$ cat src/rtl/pipe_ctrl.sv
// pipe_ctrl: stall/flush controller for the six-stage pipeline (PC, IF, ID, EX, MEM, WB)
//   clk, rst (sync, active-high)           : clock and reset
//   stallreq_id/ex/mem                     : stall requests, MEM has highest priority
//   excepttype, cp0_epc                    : MEM-stage exception code (0 = none, 0xE = ERET), EPC
//   stall[5:0] (bit0=PC .. bit5=WB), flush, new_pc, bus_timeout : control outputs
//   stall_cycles                           : saturating stall counter, only with PIPE_CTRL_PERF_EN
module pipe_ctrl #(
  parameter int unsigned TIMEOUT_CYCLES = 255,
  parameter logic [31:0] EXC_VECTOR     = 32'h0000_0020,
  parameter logic [31:0] TMO_VECTOR     = 32'h0000_0040
) (
  input  logic        clk,
  input  logic        rst,
  input  logic        stallreq_id,
  input  logic        stallreq_ex,
  input  logic        stallreq_mem,
  input  logic [31:0] excepttype,
  input  logic [31:0] cp0_epc,
  output logic [5:0]  stall,
  output logic        flush,
  output logic [31:0] new_pc,
  output logic        bus_timeout
`ifdef PIPE_CTRL_PERF_EN
  ,output logic [31:0] stall_cycles
`endif
);
  typedef enum logic [1:0] {RUN, RECOVER, TIMEOUT} state_t;
  localparam logic [15:0] WD_LAST = 16'(TIMEOUT_CYCLES - 1);
  state_t      r_state, w_state_nx;
  logic [15:0] r_wd, w_wd_nx;
  always_ff @(posedge clk) begin
    if (rst) begin
      r_state <= RUN;
      r_wd    <= '0;
    end else begin
      r_state <= w_state_nx;
      r_wd    <= w_wd_nx;
    end
  end
  // wd only counts consecutive stalled RUN cycles; every other path leaves it cleared
  always_comb begin
    stall       = '0;
    flush       = 1'b0;
    new_pc      = '0;
    bus_timeout = 1'b0;
    w_state_nx  = r_state;
    w_wd_nx     = '0;
    if (!rst) begin
      case (r_state)
        RUN: begin
          if (excepttype != '0) begin
            flush      = 1'b1;
            new_pc     = (excepttype == 32'h0000_000E) ? cp0_epc : EXC_VECTOR;
            w_state_nx = RECOVER;
          end else begin
            stall = stallreq_mem ? 6'b011111 : stallreq_ex ? 6'b001111 :
                    stallreq_id ? 6'b000111 : 6'b000000;
            if (stallreq_mem) begin
              if (r_wd == WD_LAST) w_state_nx = TIMEOUT;
              else w_wd_nx = r_wd + 16'd1;
            end
          end
        end
        TIMEOUT: begin
          flush       = 1'b1;
          new_pc      = TMO_VECTOR;
          bus_timeout = 1'b1;
          w_state_nx  = RECOVER;
        end
        default: w_state_nx = RUN;
      endcase
    end
  end
`ifdef PIPE_CTRL_PERF_EN
  logic [31:0] r_stall_cycles;
  always_ff @(posedge clk) begin
    if (rst) r_stall_cycles <= '0;
    else if (|stall && ~&r_stall_cycles) r_stall_cycles <= r_stall_cycles + 32'd1;
  end
  assign stall_cycles = r_stall_cycles;
`endif
endmodule

$ cat config.mk
export PLATFORM = sky130hd
export DESIGN_NAME = pipe_ctrl
export DESIGN_NICKNAME = d
export VERILOG_FILES = /design/src/rtl/pipe_ctrl.sv
export SDC_FILE = /design/constraint.sdc
export NUM_CORES = 1
export LEC_CHECK = 0
export BUFFER_PORTS_ARGS = -buffer_cell sky130_fd_sc_hd__buf_4
export CORE_UTILIZATION = 28
export DETAILED_ROUTE_END_ITERATION = 12
export PLACE_DENSITY_LB_ADDON = 0.12
export SLEW_MARGIN = 20
export SYNTH_ARGS = -nofsm -noshare
export SYNTH_HDL_FRONTEND = slang
export SYNTH_SLANG_ARGS = --single-unit
$ cat constraint.sdc
create_clock -name clk -period 1.41 [get_ports clk]
set_clock_uncertainty 0.1 [all_clocks]
set_input_delay 0.141 -clock clk [delete_from_list [all_inputs] [get_ports clk]]
set_output_delay 0.141 -clock clk [all_outputs]
set_load 0.02 [all_outputs]
=== After elaboration in Yosys (flattened, before gate mapping) ===
Index checks and enable logic that the tools add are counted.

* $add $sub $neg: 1
* Equality and inequality tests: 5
* Muxes and demuxes: 19
* Bitwise operators: 2
* Reductions and logical operators: 4

{| class="wikitable"
|+ Operators by type and width
! cell !! count
|-
| $mux W32 || 3
|-
| $pmux W32 S2 || 1
|-
| $eq A32 B4 Y1 const B || 1
|-
| $reduce_bool A32 Y1 || 1
|-
| $mux W5 || 4
|-
| $add A16 B1 Y16 const B || 1
|-
| $eq A16 B8 Y1 const B || 1
|-
| $mux W2 || 3
|-
| $ne A3 B3 Y1 const B || 2
|-
| $reduce_or A5 Y1 || 1
|-
| $mux W1 || 4
|-
| $mux W4 || 1
|-
| $pmux W2 S2 || 1
|-
| $mux W3 || 1
|-
| $eq A2 B2 Y1 const B || 1
|-
| $logic_not A2 Y1 || 1
|-
| $not A1 Y1 || 2
|-
| $pmux W1 S2 || 1
|-
| $reduce_and A2 Y1 || 1
|}

* Flip-flop bits (word level): 18
* Input bits: 69
* Logic and storage cells: 33

=== Longest topological paths before layout ===
Gate-level depths: netlist (run 1).

* Depth after elaboration: 6
* Mapped depth: 5

=== Worst setup path before layout (run 1) ===
No wires, ideal clock.

* Kind: register to output
* From: reg r_state[0]
* To: out new_pc[0]
* Arrival: 1,432 ps
* Path slack: -263 ps
* Stages on the path, launching flop included: 5
* Buffers on the path: 1
* Cells stage by stage: dfxtp_1 -> or3_4 -> nor4_4 -> buf_6 -> and2_1

* Longest elaborated chain between the ends: 3

{| class="wikitable"
|+ Ends and longest elaborated chain
! element !! line !! RTL
|-
| start: declaration || 29 || <nowiki>state_t r_state, w_state_nx;</nowiki>
|-
| start signal: assignment || 36 || <nowiki>r_state <= w_state_nx;</nowiki>
|-
| $eq A2 B2 Y1 or $logic_not A2 Y1 (tied branches) || 49 || <nowiki>case (r_state)</nowiki>
|-
| $pmux W32 S2 (*) || 49 ||
|-
| $mux W32 (*) || 48 || <nowiki>if (!rst) begin</nowiki>
|-
| end: declaration || 21 || <nowiki>output logic [31:0] new_pc,</nowiki>
|}

Mark *: on every way between the ends. The rest lies on a longest branch, timed or not.

=== Worst setup path after layout (run 1) ===
* From: reg r_state[0]
* To: out new_pc[31]

Same word-level chain as after synthesis.

==> results.md, run 1 <==
- Status: complete, but fails checks
- Violated checks: setup timing
- Total CTS buffers: 3
- # diodes: 0
- Post-DP HPWL: 3570 um
- RSZ-0062 raised after global routing: true
- Final ANT Viol Nets: 0
- Pleak: about 0.0012 uW
- Setup crit start kind: register
- Worst EP required: 1.17 ns
- Final Instance Area: between 0.002 and 0.003 sq mm
- Commonest cells after routing, fill and taps aside: buf_4, buf_6, and2_4
- Slew Limit Fails: 0
- Tmin final: approximately 1.9 ns
- Setup crit end kind: output pin
- Width of the chip: approximately 70 um
- H-tree Lvls: 1
- WS Path Type: register to output pin
- WL final: about 4600 um
- First-pass GRT wire length: between 7000 and 8000 um
- Synth warn: 0
- Post-synthesis sequential element count: 18
- Root Driver: clkbuf_8
- Syn Area/Cell: ~8.4 sq um
- Starting density of the core: 0.293
- Clock Power Share: 0.359
- Cell area power density: roughly 400 mW/mm^2
- Final Util: 0.672
- Worst r2r path cells: 7
- Die ar.: about 0.0049 sq mm
- Global Route Usage Sum: 0.191
- Via count: approximately 1,600
- Achievable Freq: between 0.5 and 0.6 GHz
- Yosys cell types: 31
- Sequential power share: 0.432
- Largest net degree at the start of global routing: 31
- IO Pins: 109
- Post-layout nets: roughly 360
- Setup violators final: 55
- Commonest non-fill, non-tap cell in the layout: buf_4
- Worst vdd ir: 657 uV
- Maximum clock insertion buffer count: 2
- Drt initial violations: 17
- Standard-cell row count: 24
- Grt total ovfl: 0
- Period Utilization, post-route: 1.34
- Final hold vios: 0
- Die H: about 70 um
- CTS Sinks: 18
- Initial antenna violation count: 0
- Vias in the first global route: 1,619
- Syn_nets: 223
- Comb power frac: 0.208
- Clock transition at path regs: 0.07 ns
- CTS tree: yes
- CP arrival: roughly 1.7 ns
- NetSw: roughly 260 uW
- Wire per inst: 13.6 um
- Synthesized cell area: 0.00128 sq mm
- WHS Path Cells: 3
- Buffers on Ports: ~110
- Switching Fraction: 0.222
- Drt drc: 0
- Post-Synthesis Cells: 152
- Post-synth top area share: 0.281
- Layout cells sized above 1: 0.770
- Clock latency on the worst-skew pair: about 0.26 ns
- Vias per inst: between 4 and 5
- CP max FO: 30
- Setup WS post-layout: -0.482 ns
- Placed cell areas: 0.00251 sq mm
- RePlAce Congestion: ~0.77
- Area delta synth->final: 129%
- Max Cap Viol: 0
- Worst Hold Class: input pin to register
- 1st-pass router iterations: 2
- Sequential element share of the synthesized area: 0.281
- Leading post-synthesis cells by cell area: dfxtp_1, and2_1, xnor2_1, nor3_1, nor4_2
- P_int: 920 uW
- Yosys top cell by area: dfxtp_1
- Core area: between 0.004 and 0.005 sq mm
cell families after synthesis:
family / share of synthesized area
flip-flops: 0.281
adder cells (fa/ha/maj): 0.0195
AND/OR/NAND/NOR: 0.507
AO/OA/AOI/OAI: 0.0292
other: 0.00292
buffers and inverters: 0.0653
XOR/XNOR: 0.0955
worst paths after layout:
check | start | endpoint | slack [ns]
max | r_state[0] | new_pc[31] | -0.48
min | rst | r_state[0] | 0.07
max reg2reg | r_state[0] | r_wd[1] | -0.26
min reg2reg | r_state[0] | r_state[0] | 0.43
stage by stage:
stage | worst slack [ns] | instances | power, uW | hold slack (ns) | setup TNS [ns]
floorplan | -0.145 | 152 | 562 | 0.110 | -5.17
global placement | -0.440 | 333 | 745 | 0.330 | -17.85
detailed placement | -0.440 | 333 | 748 | 0.330 | -17.53
CTS | -0.491 | 339 | 1200 | 0.0601 | -21.31
global route | -0.548 | 339 | 1230 | 0.0693 | -24.24
finish | -0.482 | 339 | 1180 | 0.0681 | -20.59
registers in the layout (all words and copies together), names as in the netlist:
signal and cells:
r_state 2, r_wd 16
routing by layer:
metal	GRT usage	vias up	routed length, um
met3	0.0349	7	238
met4	0.0489	0	64
li1	-	799	-
met1	0.205	727	1680
met5	0	-	0
met2	0.379	55	2620
critical path, stage by stage (launching register included):
cell and delay, ns:
dfxtp_2 0.32, or3_4 0.40, nor4_4 0.19, buf_12 0.21, and2_4 0.16, buf_6 0.11
layout make-up:
cell class	instances	area [sq um]
timing repair buffer	138	1260
fill	352	1440
clock buffer	4	55.1
inverter	6	22.5
tap	52	65.1
multi-input combinational	121	1180
sequential	18	369
synth_stat cells, drive strengths merged:
| library cell | instances |
|---|---|
| dfxtp | 18 |
| conb | 1 |
| nand4 | 6 |
| or3 | 3 |
| nor3b | 1 |
| and4 | 2 |
| nand2 | 3 |
| nor2 | 13 |
| inv | 6 |
| xnor2 | 12 |
| o311a | 1 |
| buf | 7 |
| nor3 | 17 |
| xor2 | 2 |
| o21ai | 1 |
| nor4b | 1 |
| nor4 | 14 |
| ha | 2 |
| and2 | 31 |
| a21o | 1 |
| nand3 | 8 |
| a21oi | 1 |
| o211a | 1 |
power by group through the flow:
stage                     Clock, uW  Combinational (uW)  Sequential (uW)
after floorplan                   0                37.8              524
after global placement            0                 222              523
after detailed placement          0                 225              523
after CTS                       443                 246              511
after global routing            457                 263              511
final                           425                 246              511
what timing repair did:
item	CTS	global route
hold buffers	0	0
hold endpoints to repair	0	0
resized for setup	62	26
setup endpoints to repair	56	55
setup buffers	2	0
pin swaps	7	15
cloned	0	0
Power figures use the tool's default switching activity.
==> run 2: changes to the inputs <==
ABC_AREA = 1   (was default)
CORE_MARGIN = 2   (was default)
==> run 2 against run 1 <==
Net effect:
- highest routed layer unchanged
- final area up 15%
- register-to-register slack improved by 0.22 ns
- setup slack better by 0.30 ns
- global-route usage decreased by 2.5 points
- clock-buffer cell count unchanged
- fmax is 19% higher
- die area is 16% higher
- non-clock buffer count grew 9
- synthesized cell count rose by 58%
- the run still ends with setup timing left
- combinational power is 41% higher
- sequential cell count is the same
- largest cell class unchanged
==> results.md, run 2 <==
- Commonest cells after routing, fill and taps aside: buf_4, buf_6, nor2_2 (was buf_4, buf_6, and2_4)
- RSZ-0062 raised after global routing: true (unchanged)
- Cell area power density: 377 mW/mm^2 (was 402 mW/mm^2)
- Area delta synth->final: 138% (was 129%)
- Period Utilization, post-route: 1.13 (was 1.34)
- CP arrival: 1.35 ns (was 1.65 ns)
- Setup crit end kind: output pin (unchanged)
- Post-Synthesis Cells: 240 (was 152)
- Clock latency on the worst-skew pair: 0.25 ns (was 0.26 ns)
- IO Pins: 109 (unchanged)
- Top post-synthesis cells by count: nor2_1, nand2_1, inv_1 (was and2_1, dfxtp_1, nor3_1)
- Die H: 75.2 um (was 69.7 um)
- Via count: 1,948 (was 1,588)
- Syn_nets: 311 (was 223)
- Wire per inst: 12.6 um (was 13.6 um)
- CTS tree: yes (unchanged)
- Multi-input logic area: 0.00129 sq mm (was 0.00118 sq mm)
- WL final: 5650 um (was 4610 um)
- Slew Limit Fails: 0 (unchanged)
- Global Route Usage Sum: 0.166 (was 0.191)
- Synth async-reset ratio: 0 (unchanged)
- Post-Place Setup Slack: -0.213 ns (was -0.440 ns)
- Initial antenna violation count: 0 (unchanged)
- Root Driver: clkbuf_8 (unchanged)
- Setup crit start kind: input pin (was register)
- Largest net degree at the start of global routing: 31 (unchanged)
- Starting density of the core: 0.295 (was 0.293)
- Commonest non-fill, non-tap cell in the layout: buf_4 (unchanged)
- Standard-cell row count: 25 (was 24)
- Setup TNS Final: -5.25 ns (was -20.59 ns)
- Yosys cell types: 21 (was 31)
- EDFF count, synth: 0 (unchanged)
- Post-synthesis sequential element count: 18 (unchanged)
- Drt drc: 0 (unchanged)
- CTS Sinks: 18 (unchanged)
- First-pass GRT wire length: 7350 um (was 7550 um)
- Fillers: 379 (was 352)
- Synth warn: 0 (unchanged)
- Final Util: 0.702 (was 0.672)
- Syn Area/Cell: 5.92 sq um (was 8.45 sq um)
- Width of the chip: 75.2 um (was 69.7 um)
- 1st-pass router iterations: 4 (was 2)
- Setup WS post-layout: -0.182 ns (was -0.482 ns)
- RePlAce Congestion: 0.799 (was 0.765)
- Achievable Freq: 0.628 GHz (was 0.529 GHz)
- Most flop-heavy register: r_wd (unchanged)
- Worst Hold Class: input pin to register (unchanged)
- Register area: 373 sq um (was 369 sq um)
- Worst EP required: 1.17 ns (about the same)
- Violated checks: setup timing (unchanged)
- Clock transition at path regs: 0.07 ns (about the same)
- Tmin final: 1.59 ns (was 1.89 ns)
- Post-layout nets: 453 (was 359)
- Pleak: 0.00139 uW (was 0.00124 uW)
- Total CTS buffers: 3 (unchanged)
- WS Path Type: input pin to output pin (was register to output pin)
- Status: complete, but fails checks (unchanged)
- Top_reg_cell synth: dfxtp_1 (unchanged)
- Buffers on Ports: 107 (unchanged)
- Die ar.: 0.00566 sq mm (was 0.00486 sq mm)
- CP max FO: 8 (was 30)
- Max Cap Viol: 0 (unchanged)
- Yosys top cell by area: dfxtp_1 (unchanged)
- Regs by FF count: r_wd x16, r_state x2 (unchanged)
- Final ANT Viol Nets: 0 (unchanged)
- H-tree Lvls: 1 (unchanged)
- Vias in the first global route: 1,689 (was 1,619)
- Maximum clock insertion buffer count: 2 (unchanged)
- Placed cell count: 425 (was 333)
- Post-DP HPWL: 3480 um (was 3570 um)
- Non-filler cells, final: 448 (was 339)
- Drt initial violations: 49 (was 17)
- Grt total ovfl: 0 (unchanged)
- Post-synth top area share: 0.254 (was 0.281)
- Sequential element share of the synthesized area: 0.254 (was 0.281)
- Most numerous cell in the Yosys netlist: nor2_1 (was and2_1)
- Layout cells sized above 1: 0.698 (was 0.770)
- Core area: 0.00482 sq mm (was 0.00438 sq mm)
- Worst vdd ir: 493 uV (was 657 uV)
- Final hold vios: 0 (unchanged)
- Setup violators final: 42 (was 55)
- Leading post-synthesis cells by cell area: dfxtp_1, nor2_1, nand2_1, xor2_1, inv_1 (was dfxtp_1, and2_1, xnor2_1, nor3_1, nor4_2)
- Synthesized cell area: 0.00142 sq mm (was 0.00128 sq mm)
- # diodes: 0 (unchanged)
- Vias per inst: 4.35 (was 4.68)
- Largest register FFs: 16 (unchanged)
[run 2: kinds of logic (layout without fill, tap and decap cells)]
group                      after synthesis  after routing  share of synthesized area
AOI/OAI and AO/OA                        2              2                    0.00704
xor gates and xnor gates                13             13                     0.0802
adders and majority gates                2              2                     0.0176
DFF                                     18             18                      0.254
other                                    1              1                    0.00264
and+or+nand+nor                        170            170                      0.512
buffers and inverters                   34            175                      0.127
[run 2: critical path: stages]
cell and delay [ns]:
buf_4 0.11, nor2_2 0.08, nand2_2 0.06, nor2_2 0.11
nand2_2 0.11, nor2_4 0.11, nand2_2 0.08, clkinv_4 0.10
buf_12 0.14, nand2_2 0.06, nor2_2 0.11, buf_6 0.13
[run 2: area by class of cell]
class,instances,share of cell area
repair buffers,147,0.440
multi-input cells,188,0.380
flip-flops and latches,18,0.110
inverters,24,0.0288
well taps,67,0.0248
clock buffers,4,0.0163
[run 2: timing repair]
| item | 4_1_cts | 5_1_grt |
|---|---|---|
| hold buffers | 0 | 0 |
| endpoints found under the setup margin | 54 | 55 |
| gates cloned | 1 | 4 |
| resized for setup | 63 | 101 |
| pin swaps | 28 | 26 |
| buffers inserted | 11 | 3 |
[run 2: power breakdown]
group / switching (uW) / internal (uW)
logic: 131 / 215
clock network: 171 / 248
registers: 2.40 / 507
total: 305 / 970
[run 2: layer usage]
| layer | GRT usage | up-vias | wire length [um] |
|---|---|---|---|
| met1 | 0.174 | 868 | 1990 |
| met2 | 0.332 | 76 | 3180 |
| met3 | 0.0187 | 6 | 409 |
| li1 | - | 998 | - |
| met4 | 0.0624 | 0 | 65 |
| met5 | 0 | - | 0 |
[run 2: metrics by stage]
stage	area [sq um]	power (uW)	hold slack [ns]
3_3_place_gp	2540	777	0.345
6_report	3380	1280	0.0775
3_5_place_dp	2540	779	0.353
5_1_grt	3380	1330	0.108
4_1_cts	2920	1230	0.0851
2_1_floorplan	1530	594	0.233
[run 2: path summary, 6_finish.rpt]
check | from | to | slack [ns] | depth (start not counted)
setup reg to reg | r_wd[0] | r_wd[14] | -0.04 | 10
setup / recovery | excepttype[24] | new_pc[19] | -0.18 | 12
hold / removal | rst | r_state[0] | 0.08 | 4
hold reg to reg | r_wd[6] | r_wd[6] | 0.42 | 2
==> run 3: changes to the inputs <==
GPL_TIMING_DRIVEN = 0   (was default)
==> run 3 against run 2 <==
Net effect:
- wire length is 11% lower
- critical endpoint is now new_pc[29]
- worst hold slack gained 0.028 ns
- sequential share of layout area grew 0.43 points
- die area stayed put
- sequential cell count is the same
- largest power group unchanged
- global-route usage down 1.3 points
- the run still ends with setup timing left
- total power down 1.7%
- cell count shrank 2.2%
- fmax about the same
==> results.md, run 3 (same netlist as run 2, synthesis figures left out) <==
- Cell area power density: 385 mW/mm^2 (was 377 mW/mm^2)
- Worst Hold Class: input pin to register (unchanged)
- Tmin final: 1.59 ns (about the same)
- Placed cell count: 414 (was 425)
- Clock Power Share: 0.332 (was 0.329)
- Global Route Usage Sum: 0.153 (was 0.166)
- WS Path Type: register to output pin (was input pin to output pin)
- Status: complete, but fails checks (unchanged)
- Root Driver: clkbuf_8 (unchanged)
- Violated checks: setup timing (unchanged)
- Sequential power share: 0.407 (was 0.399)
- Max Cap Viol: 0 (unchanged)
- Drt initial violations: 20 (was 49)
- Commonest cells after routing, fill and taps aside: buf_4, buf_6, nor2_2, nand2_1, nor2_4 (was buf_4, buf_6, nor2_2)
- Clock transition at path regs: 0.06 ns (was 0.07 ns)
- IO Pins: 109 (unchanged)
- Commonest non-fill, non-tap cell in the layout: buf_4 (unchanged)
- Vias per inst: 4.29 (was 4.35)
- 1st-pass router iterations: 4 (unchanged)
- Worst vdd ir: 520 uV (was 493 uV)
- Non-filler cells, final: 438 (was 448)
- Setup WS post-layout: -0.183 ns (was -0.182 ns)
- Wire per inst: 11.4 um (was 12.6 um)
- Layout cells sized above 1: 0.682 (was 0.698)
- Grt total ovfl: 0 (unchanged)
- Area delta synth->final: 129% (was 138%)
- Maximum clock insertion buffer count: 2 (unchanged)
- Comb power frac: 0.262 (was 0.272)
- RSZ-0062 raised after global routing: true (unchanged)
- RePlAce Congestion: 0.807 (was 0.799)
- Setup crit start kind: register (was input pin)
- Vias in the first global route: 1,618 (was 1,689)
- Achievable Freq: 0.628 GHz (about the same)
- Largest register FFs: 16 (unchanged)
- Setup crit end kind: output pin (unchanged)
- Post-DP HPWL: 3550 um (was 3480 um)
- Core area: 0.00482 sq mm (unchanged)
- Die ar.: 0.00566 sq mm (unchanged)
- CP arrival: 1.35 ns (about the same)
- Worst EP required: 1.17 ns (about the same)
- Die H: 75.2 um (unchanged)
- NetSw: 299 uW (was 305 uW)
- Via count: 1,878 (was 1,948)
- Pleak: 0.00133 uW (was 0.00139 uW)
- CP max FO: 10 (was 8)
- Setup TNS Final: -6.17 ns (was -5.25 ns)
- # hold bufs at CTS: 0 (unchanged)
- Total CTS buffers: 3 (unchanged)
- Period Utilization, post-route: 1.13 (about the same)
- Regs by FF count: r_wd x16, r_state x2 (unchanged)
- Buffers on Ports: 107 (unchanged)
- Starting density of the core: 0.295 (unchanged)
- Initial antenna violation count: 0 (unchanged)
- Slew Limit Fails: 0 (unchanged)
- Clock latency on the worst-skew pair: 0.25 ns (about the same)
- Power, Total: 1250 uW (was 1280 uW)
- CTS Sinks: 18 (unchanged)
- # diodes: 0 (unchanged)
- CTS tree: yes (unchanged)
- Drt drc: 0 (unchanged)
- P_int: 954 uW (was 970 uW)
- Switching Fraction: 0.238 (was 0.239)
- First-pass GRT wire length: 6820 um (was 7350 um)
- Largest net degree at the start of global routing: 11 (was 31)
- H-tree Lvls: 1 (unchanged)
- Final ANT Viol Nets: 0 (unchanged)
- Final hold vios: 0 (unchanged)
- Post-layout nets: 443 (was 453)
- WL final: 5010 um (was 5650 um)
- Standard-cell row count: 25 (unchanged)
- Most flop-heavy register: r_wd (unchanged)
- Setup violators final: 51 (was 42)
- Width of the chip: 75.2 um (unchanged)
-- run 3: changes by cell type in the layout (fill, tap and decap cells not counted), sizes merged --
cell,previous run,this run
buf,143,135
clkbuf,8,6
-- run 3: per-layer routing --
metal	part of all wire	routed length, um	vias to the layer above	GRT usage
met3	0.070	353	11	0.0201
li1	-	-	974	-
met2	0.54	2720	63	0.297
met4	0.022	109	0	0.0643
met5	0	0	-	0
met1	0.36	1830	830	0.163
-- run 3: final cells by class --
type / instances / area, sq um
timing repair buffer: 127 / 1200
sequential: 18 / 373
buffer: 10 / 129
inverter: 24 / 97.6
fill: 397 / 1560
tap: 67 / 83.8
clock buffer: 4 / 55.1
multi-input combinational: 188 / 1320
-- run 3: power by group through the flow --
stage	sequential (uW)	combinational [uW]	clock, uW
floorplan	523	71.2	0
global placement	524	228	0
detailed placement	524	232	0
CTS	511	263	434
global route	509	350	448
finish	509	328	415
-- run 3: path summary, 6_finish.rpt --
| path | to | cells after the start | slack, ns | startpoint |
|---|---|---|---|---|
| setup / recovery | new_pc[29] | 5 | -0.18 | r_state[1] |
| hold / removal | r_state[0] | 4 | 0.11 | rst |
| setup reg to reg | r_wd[10] | 9 | -0.09 | r_wd[0] |
| hold reg to reg | r_wd[6] | 2 | 0.45 | r_wd[6] |
-- run 3: critical path: stages, from the launching register on --
cell and delay (ns):
dfxtp_2 0.33, nor2_4 0.16, nand3_4 0.16, buf_8 0.19, nor2_2 0.13, buf_6 0.13
-- run 3: stage by stage --
stage                      util  area, sq um  setup slack, ns  hold WS, ns
after floorplan               -         1530          -0.0113        0.233
after global placement    0.501         2410           -0.239        0.344
after detailed placement  0.501         2410           -0.293        0.353
after CTS                 0.571         2750           -0.188       0.0785
after global routing      0.676         3260           -0.248        0.131
final                     0.676         3260           -0.183        0.106
-- run 3: what timing repair did --
item / CTS / global route
pin swaps: 18 / 28
cloned: 2 / 3
gates resized for setup: 53 / 119
setup endpoints to repair: 49 / 54
buffers inserted: 10 / 6
